==> src/rtl/sipo_frame_ctrl_pkg.sv <==
// sipo_frame_ctrl_pkg
// Shared definitions for the SIPO frame controller: the controller state
// encoding, the default word width and a helper that sizes the bit counter.
package sipo_frame_ctrl_pkg;

  localparam int DEFAULT_WIDTH = 8;

  typedef enum logic [1:0] {
    IDLE    = 2'd0,
    SHIFT   = 2'd1,
    CAPTURE = 2'd2
  } state_t;

  // The counter must be able to hold the value WIDTH, so it needs
  // clog2(WIDTH+1) bits rather than clog2(WIDTH).
  function automatic int cnt_width(input int width);
    return $clog2(width + 1);
  endfunction

endpackage

==> src/rtl/sipo_out_hold.sv <==
// sipo_out_hold
// Holding register between the SIPO and the parallel consumer. It loads a
// completed word on 'capture' when the register is empty or is being emptied
// in the same cycle. Otherwise it drops the word and sets the sticky
// overrun flag.
//
// Ports:
//   clk, rst_n : clock, asynchronous active-low reset
//   capture    : a completed word is present on data_in this cycle
//   data_in    : parallel word from the SIPO
//   o_ready    : consumer accepts o_data when o_valid & o_ready
//   clr_err    : synchronous clear of overrun (a new overrun wins)
//   o_data     : held word
//   o_valid    : o_data holds an unconsumed word
//   overrun    : sticky, a completed word was dropped
module sipo_out_hold #(
  parameter int WIDTH = 8
) (
  input  logic             clk,
  input  logic             rst_n,
  input  logic             capture,
  input  logic [WIDTH-1:0] data_in,
  input  logic             o_ready,
  input  logic             clr_err,
  output logic [WIDTH-1:0] o_data,
  output logic             o_valid,
  output logic             overrun
);

  logic can_load;
  logic drop;

  // The register can be refilled either when it is empty or when its current
  // word leaves on this same edge.
  assign can_load = !o_valid || o_ready;
  assign drop     = capture && !can_load;

  always_ff @(posedge clk or negedge rst_n) begin
    if (!rst_n) begin
      o_data  <= '0;
      o_valid <= 1'b0;
    end else if (capture && can_load) begin
      o_data  <= data_in;
      o_valid <= 1'b1;
    end else if (o_valid && o_ready) begin
      o_valid <= 1'b0;
    end
  end

  // A drop that coincides with clr_err keeps the flag set.
  always_ff @(posedge clk or negedge rst_n) begin
    if (!rst_n) begin
      overrun <= 1'b0;
    end else if (drop) begin
      overrun <= 1'b1;
    end else if (clr_err) begin
      overrun <= 1'b0;
    end
  end

endmodule

==> src/rtl/sipo_frame_ctrl.sv <==
// sipo_frame_ctrl
// Sequencing controller for an external enabled SIPO shift register. It gates
// the SIPO clock enable from a framed serial strobe and counts bits into
// words. When a word completes, it captures the SIPO's parallel output into a
// valid/ready holding register. It reports overruns and aborted partial
// frames.
//
// Ports:
//   clk, rst_n : clock, asynchronous active-low reset
//   frame      : high while a frame is in progress, low aborts a partial word
//   si_valid   : the SIPO serial input carries a valid bit this cycle
//   shift_en   : combinational clock enable to the SIPO
//   par_in     : parallel output of the SIPO
//   o_data     : captured word
//   o_valid    : o_data holds an unconsumed word
//   o_ready    : consumer handshake
//   overrun    : sticky, a completed word was dropped
//   abort      : one-cycle pulse, a frame ended with a partial word
//   clr_err    : synchronous clear of overrun
//   bit_cnt    : bits accepted into the current word
module sipo_frame_ctrl
  import sipo_frame_ctrl_pkg::*;
#(
  parameter int WIDTH = DEFAULT_WIDTH
) (
  input  logic                        clk,
  input  logic                        rst_n,
  input  logic                        frame,
  input  logic                        si_valid,
  output logic                        shift_en,
  input  logic [WIDTH-1:0]            par_in,
  output logic [WIDTH-1:0]            o_data,
  output logic                        o_valid,
  input  logic                        o_ready,
  output logic                        overrun,
  output logic                        abort,
  input  logic                        clr_err,
  output logic [cnt_width(WIDTH)-1:0] bit_cnt
);

  localparam int CW = cnt_width(WIDTH);
  localparam logic [CW-1:0] LAST_BIT = CW'(WIDTH - 1);

  state_t        state;
  state_t        state_next;
  logic [CW-1:0] cnt;
  logic [CW-1:0] cnt_next;
  logic          abort_q;
  logic          abort_next;
  logic          accept;
  logic          capture;

  // A bit is taken whenever the frame is open and the strobe is present,
  // regardless of state. This lets the first bit of the next word enter the
  // SIPO during CAPTURE. The enable is forced low while reset is asserted.
  assign accept   = frame && si_valid;
  assign shift_en = accept && rst_n;

  // The SIPO output is complete one cycle after its last shift edge, which is
  // exactly the CAPTURE cycle.
  assign capture  = (state == CAPTURE);

  assign bit_cnt  = cnt;
  assign abort    = abort_q;

  // State, bit counter and abort pulse registers.
  always_ff @(posedge clk or negedge rst_n) begin
    if (!rst_n) begin
      state   <= IDLE;
      cnt     <= '0;
      abort_q <= 1'b0;
    end else begin
      state   <= state_next;
      cnt     <= cnt_next;
      abort_q <= abort_next;
    end
  end

  // Next-state logic. The abort pulse is raised only when a frame closes with
  // a partial word. A frame that ends in CAPTURE has a complete word, so it
  // does not abort.
  always_comb begin
    state_next = state;
    cnt_next   = cnt;
    abort_next = 1'b0;
    case (state)
      IDLE: begin
        if (frame) begin
          state_next = SHIFT;
          cnt_next   = accept ? CW'(1) : '0;
        end else begin
          cnt_next   = '0;
        end
      end
      SHIFT: begin
        if (!frame) begin
          state_next = IDLE;
          cnt_next   = '0;
          abort_next = (cnt != '0);
        end else if (accept) begin
          if (cnt == LAST_BIT) begin
            state_next = CAPTURE;
            cnt_next   = '0;
          end else begin
            cnt_next   = cnt + CW'(1);
          end
        end
      end
      CAPTURE: begin
        if (accept) begin
          state_next = SHIFT;
          cnt_next   = CW'(1);
        end else if (frame) begin
          state_next = SHIFT;
          cnt_next   = '0;
        end else begin
          state_next = IDLE;
          cnt_next   = '0;
        end
      end
      default: begin
        state_next = IDLE;
        cnt_next   = '0;
      end
    endcase
  end

  sipo_out_hold #(
    .WIDTH (WIDTH)
  ) u_hold (
    .clk     (clk),
    .rst_n   (rst_n),
    .capture (capture),
    .data_in (par_in),
    .o_ready (o_ready),
    .clr_err (clr_err),
    .o_data  (o_data),
    .o_valid (o_valid),
    .overrun (overrun)
  );

endmodule

==> config.mk <==
export PLATFORM = sky130hd
export DESIGN_NAME = sipo_frame_ctrl
export DESIGN_NICKNAME = d
export VERILOG_FILES = /design/src/rtl/sipo_frame_ctrl_pkg.sv /design/src/rtl/sipo_out_hold.sv /design/src/rtl/sipo_frame_ctrl.sv
export SDC_FILE = /design/constraint.sdc
export NUM_CORES = 1
export LEC_CHECK = 0
export ABC_CLOCK_PERIOD_IN_PS = 1280
export BUFFER_PORTS_ARGS = -buffer_cell sky130_fd_sc_hd__buf_2
export CAP_MARGIN = 10
export CELL_PAD_IN_SITES_DETAIL_PLACEMENT = 0
export CELL_PAD_IN_SITES_GLOBAL_PLACEMENT = 1
export CORE_ASPECT_RATIO = 1.1
export CORE_MARGIN = 5
export CORE_UTILIZATION = 33
export CTS_CLUSTER_DIAMETER = 120
export DETAILED_ROUTE_END_ITERATION = 7
export GPL_TIMING_DRIVEN = 0
export PLACE_DENSITY = 0.84
export SLEW_MARGIN = 25
export SYNTH_ARGS = -nofsm -noshare
export SYNTH_HDL_FRONTEND = slang
export SYNTH_SLANG_ARGS = --single-unit
==> constraint.sdc <==
create_clock -name clk -period 1.28 [get_ports clk]
set_clock_uncertainty 0.15 [all_clocks]
set_input_delay 0.256 -clock clk [delete_from_list [all_inputs] [get_ports clk]]
set_output_delay 0.256 -clock clk [all_outputs]
set_load 0.005 [all_outputs]
==> results.sh, run 1 <==
export IMPL_final_hold_viol_count=0
export IMPL_clk_pin_slew_ns=0.11
export IMPL_clk_path_buf_depth=2
export IMPL_syn_cell_area_um2=801
export IMPL_synth_common_cells="dfrtp_1, mux2_4, inv_1, nor2_1, nand2_1"
export IMPL_cp_required_ns=1.29
export IMPL_boundaryPins=30
export IMPL_yosys_area_top_type="dfrtp_1"
export IMPL_final_seq_area_um2=429
export IMPL_relSlewSlack=0.496
export IMPL_p_sw_w=0.000230
export IMPL_multi_input_area_um2=385
export IMPL_fillers=214
export IMPL_synth_edf_count=0
export IMPL_period_minus_slack_ns=1.38
export IMPL_async_flop_share=1.00
export IMPL_synthesis_nets=77
export IMPL_detail_route_wl_per_cell_um=13.8
export IMPL_cts_buffers=3
export IMPL_vias=609
export IMPL_core_area_um2=2270
export IMPL_worst_path_largest_cell_delay_ns=0.39
export IMPL_n_antenna_cell=0
export IMPL_drv_slew=0
export IMPL_globalRoute_totalOverflow=0
export IMPL_core_rowCount=18
export IMPL_p_sw_frac=0.235
export IMPL_portBuffers=28
export IMPL_seqPwrFrac=0.585
export IMPL_die_y_um=61.7
export IMPL_finalWirelength_um=1810
export IMPL_fin_cells=131
export IMPL_dp_cells=119
export IMPL_clkSinkCount=17
export IMPL_p_int_w=0.000746
export IMPL_post_route_period_util=1.08
export IMPL_cp_num_buf_inv=1
export IMPL_tightest_slew_ns=0.757
export IMPL_synth_area_per_cell_um2=13.1
export IMPL_drt_initial_drc_count=7
export IMPL_ant_nets=0
export IMPL_ys_seq_area_frac=0.531
export IMPL_grt_max_degree=18
export IMPL_finalWorstSetupSlack_ns=-0.103
export IMPL_min_from="clr_err"
export IMPL_dieWidth_um=57.0
export IMPL_die_area_um2=3510
export IMPL_setup_viol=12
export IMPL_first_pass_iters=2
export IMPL_dpl_instance_area_um2=981
export IMPL_cts_max_level=1
export IMPL_power_density_nw_per_um2=855
export IMPL_clockPowerShare=0.285
export IMPL_synthCells=61
export IMPL_insertion_delay_ns=0.29
export IMPL_r2r_slack_ns=-0.10
export IMPL_synth_top_area_share=0.531
export IMPL_drive_gt1_frac=0.594
export IMPL_cts_tree="built"
export IMPL_holdPathEnd="u_hold.overrun"
export IMPL_critPathCaptureType="flop"
export IMPL_startpoint_type="flop"
export IMPL_crit_fanout=8
export IMPL_dp_hpwl_um=1220
export IMPL_crit_chain="nand2b_4 > nor2b_4 > buf_8 > mux2_4"
export IMPL_gp_congestion=0.712
export IMPL_hp_class="in -> reg"
export IMPL_reg2reg_to="u_hold.o_data[6]"
export IMPL_syn_to_final_growth_pct=42.5
export IMPL_start_util=0.352
export IMPL_design_area_um2=1140
export IMPL_ir_drop_mv=0.369
export IMPL_rsz0062_at_grt="true"
export IMPL_use_met3=0.0398
export IMPL_grt_pass1_vias=623
export IMPL_violations="setup timing"
export IMPL_maxCapViolCount=0
export IMPL_grt_first_pass_wirelength_um=2780
export IMPL_grt_util_met1=0.110
export IMPL_path_class="reg -> reg"
export IMPL_r2r_cells=4
export IMPL_antenna_found_initial=0
export IMPL_status="finished, violations left"
export IMPL_critPathArrivalTime_ns=1.40
export IMPL_total_power_w=0.000975
export IMPL_ys_ff_latch=17
export IMPL_r2r_start="state[0]"
export IMPL_pre_cts_ws_ns=-0.154
export IMPL_via_per_inst=4.65
export IMPL_nNetsFinal=118
export IMPL_fmax_mhz=723
export IMPL_grt_busiest_layer="met2"
export IMPL_crit_slowest_cell="dfrtp_1"
export IMPL_use_met2=0.189
export IMPL_drc=0
export IMPL_p_leak_nw=0.568
export IMPL_p_comb_frac=0.130
export IMPL_grt_usage=0.104
export IMPL_yosys_warnings=0
export IMPL_yosysMostFrequentCell="dfrtp_1"
export IMPL_hold_depth=2
export IMPL_cp_top_family="flip-flops"
export IMPL_cts_root_buf="clkbuf_4"
export IMPL_yosys_cell_types_count=27
export IMPL_synth_area_top_cells="dfrtp_1, mux2_4, ha_1, buf_8, inv_1"
export IMPL_synth_ff_type="dfrtp_1"
==> worst max path at each step <==
stage	depth (start not counted)	start	slack, ns	endpoint
3_3_place_gp	4	state[0]	-0.14	u_hold.o_data[0]
4_1_cts	4	state[0]	-0.10	u_hold.o_data[5]
2_1_floorplan	4	state[0]	-0.08	u_hold.o_data[0]
5_1_grt	4	state[0]	-0.13	u_hold.o_data[5]
3_5_place_dp	4	state[0]	-0.15	u_hold.o_data[5]
6_report	4	state[0]	-0.10	u_hold.o_data[6]
==> metrics by stage <==
stage	TNS (ns)	hold WS, ns	util
after floorplan	-0.680	-0.190	-
after global placement	-1.31	0.0495	0.431
after detailed placement	-1.47	0.0563	0.431
after CTS	-1.04	0.00356	0.463
after global routing	-1.45	0.0242	0.502
final	-0.810	0.00849	0.502
==> layout make-up <==
cell class,count,area share
clock inverters,1,0.00439
repair buffers,36,0.196
inverters,4,0.0132
flip-flops and latches,17,0.376
well taps,30,0.0329
clock buffers,3,0.0197
plain buffers,2,0.0197
multi-input cells,38,0.338
==> per-layer routing <==
metal,vias up,share of wire
li1,293,-
met1,295,0.38
met3,0,0.087
met2,21,0.53
met4,0,0
met5,-,0
==> state kept, by name, summed over array words and instances, names as in the netlist <==
| signal | cells |
|---|---|
| state | 2 |
| u_hold.overrun | 1 |
| abort | 1 |
| u_hold.o_data | 8 |
| bit_cnt | 4 |
| u_hold.o_valid | 1 |
==> cells by family after synthesis <==
group / after synthesis / synth area share
xor gates and xnor gates: 1 / 0.0109
buffers and inverters: 6 / 0.0469
DFF: 17 / 0.531
AOI/OAI and AO/OA: 6 / 0.0469
and+or+nand+nor: 20 / 0.170
muxes: 9 / 0.163
adders and majority gates: 2 / 0.0312
==> power by group through the flow <==
stage | Clock, W | Sequential (W) | Combinational (W)
final | 0.000278 | 0.000571 | 0.000127
after CTS | 0.000289 | 0.000569 | 0.000112
after global placement | 0 | 0.000579 | 0.0000997
after global routing | 0.000308 | 0.000574 | 0.000141
after floorplan | 0 | 0.000581 | 0.0000434
after detailed placement | 0 | 0.000580 | 0.000103
==> what timing repair did <==
item                                    CTS  global route
hold buffers                              1             0
buffers inserted                          4             3
pin swaps                                 5             6
resized for setup                         3            13
endpoints found under the setup margin   17            36
hold endpoints to repair                 17             0
==> placed cells by master (no fill, tap or decap), types with 2 or more instances in the layout <==
| master | netlist | layout |
|---|---|---|
| buf_2 | 0 | 25 |
| buf_4 | 1 | 8 |
| buf_6 | 0 | 3 |
| clkbuf_4 | 0 | 3 |
| mux2_4 | 8 | 8 |
| inv_1 | 4 | 3 |
| nor2_1 | 4 | 4 |
| nand2_1 | 3 | 3 |
| dfrtp_2 | 0 | 3 |
| ha_4 | 0 | 2 |
| nand3b_1 | 2 | 2 |
| dfrtp_1 | 17 | 14 |
Power figures use the tool's default switching activity.
==> run 2, diff against run 1 <==
--- a/config.mk
+++ b/config.mk
@@ -5,19 +5,20 @@
 export SDC_FILE = /design/constraint.sdc
 export NUM_CORES = 1
 export LEC_CHECK = 0
-export ABC_CLOCK_PERIOD_IN_PS = 1280
+export ABC_CLOCK_PERIOD_IN_PS = 1300
 export BUFFER_PORTS_ARGS = -buffer_cell sky130_fd_sc_hd__buf_2
 export CAP_MARGIN = 10
 export CELL_PAD_IN_SITES_DETAIL_PLACEMENT = 0
 export CELL_PAD_IN_SITES_GLOBAL_PLACEMENT = 1
 export CORE_ASPECT_RATIO = 1.1
 export CORE_MARGIN = 5
-export CORE_UTILIZATION = 33
+export CORE_UTILIZATION = 36
 export CTS_CLUSTER_DIAMETER = 120
 export DETAILED_ROUTE_END_ITERATION = 7
 export GPL_TIMING_DRIVEN = 0
-export PLACE_DENSITY = 0.84
+export PLACE_DENSITY = 0.87
 export SLEW_MARGIN = 25
 export SYNTH_ARGS = -nofsm -noshare
 export SYNTH_HDL_FRONTEND = slang
+export SYNTH_HIERARCHICAL = 1
 export SYNTH_SLANG_ARGS = --single-unit
==> constraint.sdc (replaced) <==
create_clock -name clk -period 1.3 [get_ports clk]
set_clock_uncertainty 0.15 [all_clocks]
set_input_delay 0.26 -clock clk [delete_from_list [all_inputs] [get_ports clk]]
set_output_delay 0.26 -clock clk [all_outputs]
set_load 0.005 [all_outputs]
==> run 2 against run 1 <==
The run still ends with setup timing left. Critical path depth is 1 lower. Register-to-register slack improved by 0.06 ns. Synthesized cell count unchanged. Hold slack improved by 0.0036 ns. Worst setup slack improved by 0.061 ns. Clock power decreased by 3%. Synthesized area is 0.31% lower. Non-clock buffer count shrank 1. Sequential cell count unchanged. Maximum frequency grew 3.1%. Sequential power down 4.7%. Critical endpoint is now bit_cnt[3].
==> results.sh, run 2 <==
export IMPL_status="finished, violations left"
export IMPL_violations="setup timing"
export IMPL_nNetsFinal=118
export IMPL_cp_top_family="flip-flops"
export IMPL_rsz0062_at_grt="true"
export IMPL_cp_num_buf_inv=0
export IMPL_clk_pin_slew_ns=0.10
export IMPL_synthCells=61
export IMPL_p_comb_frac=0.100
export IMPL_die_y_um=59.4
export IMPL_fin_cells=129
export IMPL_cts_max_level=1
export IMPL_detail_route_wl_per_cell_um=13.3
export IMPL_syn_to_final_growth_pct=39.8
export IMPL_core_rowCount=17
export IMPL_grt_usage=0.108
export IMPL_finalWorstSetupSlack_ns=-0.0412
export IMPL_p_int_w=0.000702
export IMPL_hp_class="in -> reg"
export IMPL_drt_initial_drc_count=4
export IMPL_setup_tns_ns=-0.0476
export IMPL_globalRoute_totalOverflow=0
export IMPL_drive_gt1_frac=0.604
export IMPL_start_util=0.387
export IMPL_cts_tree="built"
export IMPL_finalWirelength_um=1720
export IMPL_clockPowerShare=0.298
export IMPL_fmax_mhz=746
export IMPL_crit_slowest_cell="dfrtp_2"
export IMPL_layout_common_cells="buf_2, dfrtp_1, buf_4, mux2_4, inv_1"
export IMPL_worst_path_largest_cell_delay_ns=0.47
export IMPL_dp_hpwl_um=1170
export IMPL_crit_fanout=6
export IMPL_grt_pass1_vias=618
export IMPL_synth_edf_count=0
export IMPL_synth_common_cells="dfrtp_1, mux2_4, inv_1, nor2_1, nand2_1"
export IMPL_synth_ff_type="dfrtp_1"
export IMPL_yosys_cell_types_count=26
export IMPL_synth_area_top_cells="dfrtp_1, mux2_4, ha_1, inv_1, nand3b_1"
export IMPL_yosys_area_top_type="dfrtp_1"
export IMPL_dieWidth_um=54.9
export IMPL_drc=0
export IMPL_clkSinkCount=17
export IMPL_drv_slew=0
export IMPL_p_sw_frac=0.223
export IMPL_final_common_cell="buf_2"
export IMPL_n_antenna_cell=0
export IMPL_cts_root_buf="clkbuf_4"
export IMPL_final_hold_viol_count=0
export IMPL_maxCapViolCount=0
export IMPL_path_class="reg -> reg"
export IMPL_synth_area_per_cell_um2=13.1
export IMPL_synthesis_nets=77
export IMPL_via_per_inst=4.77
export IMPL_final_util=0.541
export IMPL_cp_required_ns=1.36
export IMPL_syn_cell_area_um2=798
export IMPL_grt_max_degree=18
export IMPL_setup_viol=4
export IMPL_p_leak_nw=0.605
export IMPL_dp_cells=117
export IMPL_ys_seq_area_frac=0.533
export IMPL_die_area_um2=3260
export IMPL_yosysMostFrequentCell="dfrtp_1"
export IMPL_startpoint_type="flop"
export IMPL_relSlewSlack=0.499
export IMPL_period_minus_slack_ns=1.34
export IMPL_boundaryPins=30
export IMPL_seqPwrFrac=0.601
export IMPL_first_pass_iters=2
export IMPL_clk_path_buf_depth=2
export IMPL_fillers=189
export IMPL_grt_first_pass_wirelength_um=2620
export IMPL_regMostFlops="u_hold/o_data"
export IMPL_vias=615
export IMPL_synth_top_area_share=0.533
export IMPL_power_density_nw_per_um2=810
export IMPL_async_flop_share=1.00
export IMPL_core_area_um2=2060
export IMPL_ys_ff_latch=17
export IMPL_cts_buffers=3
export IMPL_gp_congestion=0.766
export IMPL_insertion_delay_ns=0.28
export IMPL_p_sw_w=0.000202
export IMPL_ir_drop_mv=0.402
export IMPL_yosys_warnings=6
export IMPL_antenna_found_initial=0
export IMPL_final_seq_area_um2=429
export IMPL_portBuffers=28
export IMPL_ant_nets=0
export IMPL_critPathCaptureType="flop"
export IMPL_multi_input_area_um2=382
export IMPL_tightest_slew_ns=0.751
export IMPL_largest_register_ff_count=8
export IMPL_critPathArrivalTime_ns=1.40
export IMPL_crit_chain="ha_4 > or3_1 > a21oi_2"
export IMPL_post_route_period_util=1.03
==> run 2: power by group through the flow <==
stage	clock (W)	combinational, W	sequential [W]
4_1_cts	0.000284	0.0000811	0.000544
2_1_floorplan	0	0.0000271	0.000552
6_report	0.000270	0.0000908	0.000544
5_1_grt	0.000307	0.000103	0.000546
3_3_place_gp	0	0.0000655	0.000553
3_5_place_dp	0	0.0000682	0.000553
==> run 2: cell families after synthesis <==
logic type / count (synthesis) / share of synthesized area
compound gates: 6 / 0.0517
xor+xnor: 1 / 0.0110
fa+ha+maj: 2 / 0.0313
buf+inv: 6 / 0.0376
flops: 17 / 0.533
mux: 9 / 0.163
simple gates: 20 / 0.172
==> run 2: final cells by class <==
class	instances	share of cell area
flip-flops and latches	17	0.385
multi-input cells	38	0.342
repair buffers	36	0.192
well taps	28	0.0314
clock buffers	4	0.0235
inverters	5	0.0168
plain buffers	1	0.0101
==> run 2: routing by layer <==
layer  global-route usage  share of wire  vias to the layer above
li1                     -              -                      291
met1                0.132           0.42                      297
met2                0.179           0.44                       27
met3               0.0353           0.14                        0
met4               0.0313              0                        0
met5                    0              0                        -
==> run 2: repair_timing <==
action | in CTS | in global routing
setup endpoints to repair | 14 | 35
hold buffers | 1 | 0
cloned | 0 | 0
pin swaps | 0 | 3
hold endpoints to repair | 17 | 0
buffers inserted | 4 | 3
gates resized for setup | 9 | 4
==> run 2: through the flow <==
| stage | cell area, µm² | hold slack, ns | setup slack (ns) | power (W) |
|---|---|---|---|---|
| 2_1_floorplan | 803 | -0.186 | -0.00237 | 0.000579 |
| 6_report | 1120 | 0.0121 | -0.0412 | 0.000905 |
| 3_3_place_gp | 978 | 0.0482 | -0.0578 | 0.000618 |
| 5_1_grt | 1120 | 0.00925 | -0.0934 | 0.000956 |
| 3_5_place_dp | 978 | 0.0564 | -0.122 | 0.000621 |
| 4_1_cts | 1070 | 0.00444 | -0.0425 | 0.000909 |
==> run 2: worst paths after layout <==
kind	start	endpoint	slack, ns	cells after the start
max in group asynchronous	rst_n	bit_cnt[2]	0.42	2
worst min-delay path	clr_err	u_hold/overrun	0.01	2
min in group asynchronous	rst_n	u_hold/o_data[6]	0.06	2
worst max register to register	bit_cnt[0]	bit_cnt[3]	-0.04	3
worst min register to register	u_hold/o_data[1]	u_hold/o_data[1]	0.36	1
worst max-delay path	bit_cnt[0]	bit_cnt[3]	-0.04	3
